==> config.mk <==
export PLATFORM = sky130hd
export DESIGN_NAME = nibble_serial_adder_ctrl
export DESIGN_NICKNAME = d
export VERILOG_FILES = /design/src/rtl/nibble_serial_adder_ctrl.sv
export SDC_FILE = /design/constraint.sdc
export NUM_CORES = 1
export LEC_CHECK = 0
export CELL_PAD_IN_SITES_DETAIL_PLACEMENT = 1
export CELL_PAD_IN_SITES_GLOBAL_PLACEMENT = 1
export CORE_MARGIN = 3
export CORE_UTILIZATION = 44
export DETAILED_ROUTE_END_ITERATION = 8
export PLACE_DENSITY = 0.85
export SYNTH_ARGS = -nofsm -noshare
export SYNTH_HDL_FRONTEND = slang
export SYNTH_SLANG_ARGS = --single-unit
==> constraint.sdc <==
create_clock -name clk -period 7.81 [get_ports clk]
set_clock_uncertainty 0.15 [all_clocks]
set_input_delay 1.562 -clock clk [delete_from_list [all_inputs] [get_ports clk]]
set_output_delay 1.562 -clock clk [all_outputs]
set_load 0.01 [all_outputs]
==> src/rtl/nibble_serial_adder_ctrl.sv <==
// WIDTH-bit add/subtract sequencer that reuses one 4-bit ripple slice,
// one nibble per clock, LSB nibble first, behind a start/busy/done handshake.

module four_bit_FA (
  input  logic [3:0] a,
  input  logic [3:0] b,
  input  logic       cin,
  output logic [3:0] sum,
  output logic       cout
);
  logic [4:0] c;

  always_comb begin
    c   = {4'b0000, cin};
    sum = '0;
    for (int unsigned i = 0; i < 4; i++) begin
      sum[i]   = a[i] ^ b[i] ^ c[i];
      c[i + 1] = (a[i] & b[i]) | (c[i] & (a[i] ^ b[i]));
    end
  end

  assign cout = c[4];
endmodule

module nibble_serial_adder_ctrl #(
  parameter int unsigned WIDTH = 16
) (
  input  logic             clk,
  input  logic             rst,
  input  logic             start,
  input  logic [WIDTH-1:0] a,
  input  logic [WIDTH-1:0] b,
  input  logic             cin,
  input  logic             sub,
  output logic             busy,
  output logic             done,
  output logic [WIDTH-1:0] sum,
  output logic             cout,
  output logic             ovf
);
  localparam int unsigned NIB = WIDTH / 4;
  localparam int unsigned CW  = (NIB > 1) ? $clog2(NIB) : 1;

  typedef enum logic [1:0] {IDLE, RUN, DONE} state_t;

  state_t           state, nstate;
  logic [WIDTH-1:0] opa, opb, res;
  logic             carry;
  logic [CW-1:0]    count;
  logic             amsb, bmsb;
  logic [3:0]       s_sum;
  logic             s_cout;
  logic             last;

  four_bit_FA u_slice (
    .a    (opa[3:0]),
    .b    (opb[3:0]),
    .cin  (carry),
    .sum  (s_sum),
    .cout (s_cout)
  );

  assign last = (count == CW'(NIB - 1));

  always_ff @(posedge clk or posedge rst) begin
    if (rst) state <= IDLE;
    else     state <= nstate;
  end

  always_comb begin
    nstate = state;
    case (state)
      IDLE:    if (start) nstate = RUN;
      RUN:     if (last)  nstate = DONE;
      DONE:    nstate = IDLE;
      default: nstate = IDLE;
    endcase
  end

  // busy/done are flopped from the next-state decode so start never reaches them combinationally
  always_ff @(posedge clk or posedge rst) begin
    if (rst) begin
      busy <= 1'b0;
      done <= 1'b0;
    end else begin
      busy <= (nstate != IDLE);
      done <= (nstate == DONE);
    end
  end

  always_ff @(posedge clk or posedge rst) begin
    if (rst) begin
      opa   <= '0;
      opb   <= '0;
      res   <= '0;
      carry <= 1'b0;
      count <= '0;
      amsb  <= 1'b0;
      bmsb  <= 1'b0;
      sum   <= '0;
      cout  <= 1'b0;
      ovf   <= 1'b0;
    end else begin
      case (state)
        IDLE: begin
          if (start) begin
            opa   <= a;
            opb   <= sub ? ~b : b;
            carry <= sub ? 1'b1 : cin;
            count <= '0;
            amsb  <= a[WIDTH-1];
            bmsb  <= sub ? ~b[WIDTH-1] : b[WIDTH-1];
          end
        end
        RUN: begin
          res   <= {s_sum, res[WIDTH-1:4]};
          opa   <= opa >> 4;
          opb   <= opb >> 4;
          carry <= s_cout;
          count <= count + CW'(1);
          // final nibble: its slice output is the result MSB nibble
          if (last) begin
            sum  <= {s_sum, res[WIDTH-1:4]};
            cout <= s_cout;
            ovf  <= (amsb == bmsb) && (s_sum[3] != amsb);
          end
        end
        default: ;
      endcase
    end
  end
endmodule
# Yosys cells after proc, flatten, opt, wreduce, memory -nomap -nowiden
# Index checks and enable logic that the tools add are counted.
[totals] input_bits=37 output_inout_bits=20 regBits=75 word_cells=63
[classes] eq_ne=6 n_bitwise=22 n_reduce_logical=7 add_sub_neg=1 n_mux=14
[op_table] cell="$pmux W16 S2" n=2
[op_table] cell="$mux W16" n=3
[op_table] cell="$not A16 Y16" n=1
[op_table] cell="$and A1 B1 Y1" n=8
[op_table] cell="$pmux W2 S2" n=2
[op_table] cell="$xor A1 B1 Y1" n=8
[op_table] cell="$mux W2" n=3
[op_table] cell="$reduce_and A2 Y1" n=3
[op_table] cell="$eq A2 B2 Y1 const B" n=2
[op_table] cell="$or A1 B1 Y1" n=4
[op_table] cell="$reduce_bool A2 Y1" n=2
[op_table] cell="$mux W1" n=3
[op_table] cell="$add A2 B1 Y2 const B" n=1
[op_table] cell="$eq A2 B1 Y1 const B" n=1
[op_table] cell="$logic_not A2 Y1" n=1
[op_table] cell="$ne A2 B2 Y1 const B" n=1
[op_table] cell="$pmux W1 S2" n=1
[op_table] cell="$eq A1 B1 Y1" n=1
[op_table] cell="$logic_and A1 B1 Y1" n=1
[op_table] cell="$ne A1 B1 Y1" n=1
[op_table] cell="$not A1 Y1" n=1

# Longest topological paths before layout
[depth] ltp_word=10 mapped_depth=9 depth_no_buf=9

# Cells and area by module
# From an unflattened synthesis, not the netlist that was laid out.
[hier_totals] hier_cells=273 area_unflattened_um2=3256.9
[modules_own_cells] module="nibble_serial_adder_ctrl" cells_per_inst=259 area_per_inst_um2=3139.3 n_inst=1
[modules_own_cells] module="four_bit_FA" cells_per_inst=14 area_per_inst_um2=117.6 n_inst=1

# Worst setup path before layout
# Ideal clock, no wire load.
[synth_timing] path_type="register to register" from="register opa[0]" to="register ovf" path_stages_with_launch=10 setup_time_ns=0.082 period_less_slack_ns=2.572 arrival_ns=2.340 slack_ns=5.238 t_required_ns=7.578 cell_sequence="dfrtp_1 > fa_1 > inv_1 > fa_1 > inv_1 > fa_1 > inv_1 > fa_1 > or3_1 > a31oi_1"
[synth_between] elab_chain_cells=10 elab_cells_between_ends=11 classes_between="eq/ne: 1; bitwise: 9; reduce/logical: 1"
[synth_lines] element="start, declared" line_no="47" source="logic [WIDTH-1:0] opa, opb, res;"
[synth_lines] element="start signal, assigned" line_no="117" source="opa <= opa >> 4;"
[synth_lines] element="$xor A1 B1 Y1" line_no="18" source="c[i + 1] = (a[i] & b[i]) | (c[i] & (a[i] ^ b[i]));"
[synth_lines] element="$and A1 B1 Y1" line_no="18"
[synth_lines] element="$or A1 B1 Y1 (*)" line_no="18"
[synth_lines] element="$and A1 B1 Y1 (*)" line_no="18"
[synth_lines] element="$or A1 B1 Y1 (*)" line_no="18"
[synth_lines] element="$and A1 B1 Y1 (*)" line_no="18"
[synth_lines] element="$or A1 B1 Y1 (*)" line_no="18"
[synth_lines] element="$xor A1 B1 Y1 (*)" line_no="17" source="sum[i] = a[i] ^ b[i] ^ c[i];"
[synth_lines] element="$ne A1 B1 Y1 (*)" line_no="125" source="ovf <= (amsb == bmsb) && (s_sum[3] != amsb);"
[synth_lines] element="$logic_and A1 B1 Y1 (*)" line_no="125"
[synth_lines] element="end signal, assigned" line_no="125"
[synth_lines] element="end, declared" line_no="39" source="output logic ovf"
# Mark *: on every way between the ends. The rest lies on a longest branch, timed or not.
# A chain may end at the register's enable or synchronous reset.

# Final worst setup path
[layout_timing] from="input port start" to="register carry"
[layout_between] elab_chain_cells=2
[layout_lines] element="start, declared" line_no="30" source="input logic start,"
[layout_lines] element="$ne A2 B2 Y1 (no line)"
[layout_lines] element="$reduce_and A2 Y1 (no line)"
[layout_lines] element="end signal, assigned" line_no="109" source="carry <= sub ? 1'b1 : cin;"
[layout_lines] element="end signal, assigned" line_no="119" source="carry <= s_cout;"
[layout_lines] element="end, declared" line_no="48" source="logic carry;"
# No other way between the ends.

==> impl_metrics.toml <==
[drt]
drt_wl_total_um = 6400
drtPass1Iterations = 4
drt_iter0_drc = 89
vias = 2134
wl_per_cell_um = 15.6
vias_per_cell = 5.19
drc = 0
detail-route-antenna-nets = 0

[pwr]
power_frac_clock_pct = 17.5
p_comb_share_pct = 39.8
swShare_pct = 34.4
p_int_uw = 970
peakVddDrop_uv = 125
p_per_area_nw_per_um2 = 381
p_switching_uw = 507
seqPwrFrac_pct = 42.7
p_leak_nw = 1.71
finalPower_mw = 1.48

[place]
post_dp_cell_area_sq_um = 3700
dp_hpwl_um = 4450
portBuffers = 56
pre_cts_slack_ns = 4.32
place.gp.congestion = 0.844

[clock_network]
cts_hold_buf = 0
numCtsBuffers = 9
insertion_delay_ns = 0.33
h-tree-depth = 3
cts.clk_slew.worst_paths_ns = 0.07
cts.repair.resized = 0
numClockSinks = 71
ctsRootBufferMaster = "clkbuf_8"
cts_tree = "yes"
cts_setup_buffers = 0
clk_path_buf_depth = 2

[global_routing]
grt_first_pass_wirelength_um = 11000
grt_start_max_net_pins = 72
track_usage_pct = 17.7
grt_remaining_overflow = 0
grt_pass1_vias = 2270
antenna_found_initial = 0

[synth]
seq_area_frac_synth_pct = 57.7
ys_warn_count = 0
syn-cell-area_sq_um = 3080
syn-num-nets = 301
ys_types = 26
netlist_instances = 259
avgSynthCellArea_sq_um = 11.9
ys_seq_elements = 71

[finish]
area_growth_pct = 25.9
fillers = 706
drive_gt1_share_pct = 14.2
diodes = 0
stdcell_area_sq_um = 3870
nets = 355

[floorplan]
fp.dieW_um = 89.6
row_count = 29
num_io_pins = 57
die-height_um = 89.6
die_area_sq_um = 8030
initial_utilization_pct = 46.8
core_sq_um = 6570

[setup_path]
cp_max_fo = 13
critPathCaptureType = "flip-flop"
slowest_delay_ns = 0.71
start_kind = "input pin"
cp.required_ns = 7.88
cp_top_family = "simple AND/OR/NAND/NOR gates"
timing_worst_setup_path_type = "in2reg"
path_buf_inv = 1
crit_chain = "clkdlybuf4s50_1 > nor2b_1 > a22oi_1 > o22a_1"
cp.arrival_ns = 3.20
critPathSlowestCell = "nor2b_1"

[timing]
setup_viol = 0
setup_tns_ns = 0
min_period_ns = 3.13
slew_violations = 0
hold_violations = 0
clock.fmax_ghz = 0.319
worst_slack_ns = 4.68
slew_headroom_pct = 36.2
worst_pin_slew_ns = 0.954
fin_crit_sh_pct = 40.1
rsz0062_at_grt = "no"

[job]
drv_cap = 0

[run_status]
status = "complete, no violations"

[worst_hold_path]
hp-class = "reg2reg"
## routing by layer
metal	track usage, %	vias up	share of wire [%]
met4	4.47	0	0.48
met3	3.92	4	3.8
met5	0	-	0
li1	-	1001	-
met2	28.9	52	50
met1	24.3	1077	46
## logic make-up (layout without fill, tap and decap cells)
| family | Yosys count | in the layout | synth area share [%] |
|---|---|---|---|
| buffers and inverters | 31 | 90 | 4.80 |
| multiplexers | 26 | 26 | 9.52 |
| flip-flops | 71 | 71 | 57.7 |
| adder cells (fa/ha/maj) | 5 | 5 | 3.01 |
| AND/OR/NAND/NOR | 50 | 50 | 7.04 |
| XOR/XNOR | 16 | 16 | 4.55 |
| AO/OA/AOI/OAI | 60 | 60 | 13.3 |
## layout make-up
type | count | area (sq um) | area share (%)
Timing Repair Buffer | 61 | 598 | 15.4
Tap cell | 93 | 116 | 3.00
Sequential cell | 71 | 1780 | 45.9
Inverter | 13 | 48.8 | 1.26
Clock buffer | 13 | 159 | 4.10
Clock inverter | 3 | 17.5 | 0.452
Multi-Input combinational cell | 157 | 1160 | 29.9
## registers in the layout, indices dropped and copies added, names as in the netlist
register / cells
count: 2
ovf: 1
done: 1
carry: 1
sum: 16
state: 2
cout: 1
busy: 1
opb: 16
opa: 16
res: 12
amsb: 1
bmsb: 1
## synthesized netlist by cell type (all sizes together)
master / n / share of area [%]
o21ai: 18 / 2.9
a21oi: 6 / 0.98
o22ai: 2 / 0.41
dfrtp: 71 / 58
a22oi: 13 / 3.2
xor2: 16 / 4.6
a31oi: 1 / 0.20
nand2: 38 / 4.6
mux2: 26 / 9.5
a32oi: 12 / 3.4
nor2b: 5 / 1.0
inv: 13 / 1.6
ha: 1 / 0.41
o22a: 1 / 0.28
a22o: 6 / 1.7
nor2: 3 / 0.37
nor3b: 1 / 0.41
clkbuf: 3 / 0.37
or3: 1 / 0.20
nand3b: 1 / 0.24
o21bai: 1 / 0.24
buf: 15 / 2.8
nand3: 1 / 0.16
fa: 4 / 2.6
## power by group through the flow
stage / combinational (mW) / sequential, mW / clock [mW]
after floorplan: 0.372 / 0.632 / 0
after global placement: 0.564 / 0.631 / 0
after CTS: 0.600 / 0.635 / 0.265
after detailed placement: 0.597 / 0.642 / 0
final: 0.587 / 0.631 / 0.259
after global routing: 0.662 / 0.654 / 0.282
## metrics by stage
stage	hold WS [ns]	std cells	util, %
global route	0.350	411	59.0
global placement	0.309	395	56.3
floorplan	0.296	259	-
CTS	0.331	411	59.0
detailed placement	0.315	395	56.3
finish	0.332	411	59.0
## tightest hold or removal path, stage by stage (launching register included)
cell,delay [ns]
dfrtp_1,0.35
nand2_1,0.05
nand2_1,0.05
## worst paths after layout
kind / from / to / slack [ns] / cells past startpoint
max: start / carry$_DFFE_PP0P_ / 4.68 / 4
min: opb[10]$_DFFE_PP0P_ / opb[10]$_DFFE_PP0P_ / 0.33 / 2
max reg2reg: opa[0]$_DFFE_PP0P_ / ovf$_DFFE_PP0P_ / 5.01 / 9
min reg2reg: opb[10]$_DFFE_PP0P_ / opb[10]$_DFFE_PP0P_ / 0.33 / 2
max in group asynchronous: rst / sum[10]$_DFFE_PP0P_ / 5.28 / 3
min in group asynchronous: rst / sum[0]$_DFFE_PP0P_ / 1.66 / 3
## placed cells by master (no fill, tap or decap), types with 2 or more instances in the layout
| cell | netlist | final |
|---|---|---|
| dfrtp_1 | 71 | 71 |
| clkdlybuf4s50_1 | 0 | 56 |
| nand2_1 | 38 | 38 |
| mux2_2 | 23 | 23 |
| o21ai_0 | 18 | 18 |
| xor2_1 | 16 | 16 |
| a22oi_1 | 13 | 13 |
| inv_1 | 13 | 12 |
| a32oi_1 | 12 | 12 |
| clkbuf_8 | 0 | 11 |
| a22o_1 | 6 | 6 |
| a21oi_1 | 6 | 6 |
| nor2b_1 | 5 | 5 |
| buf_4 | 5 | 5 |
| fa_1 | 4 | 4 |
| nor2_1 | 3 | 3 |
| mux2_1 | 3 | 3 |
| o22ai_1 | 2 | 2 |
| clkinv_2 | 0 | 2 |
| clkbuf_1 | 3 | 2 |
No activity file was read; power rests on OpenSTA's default activity.
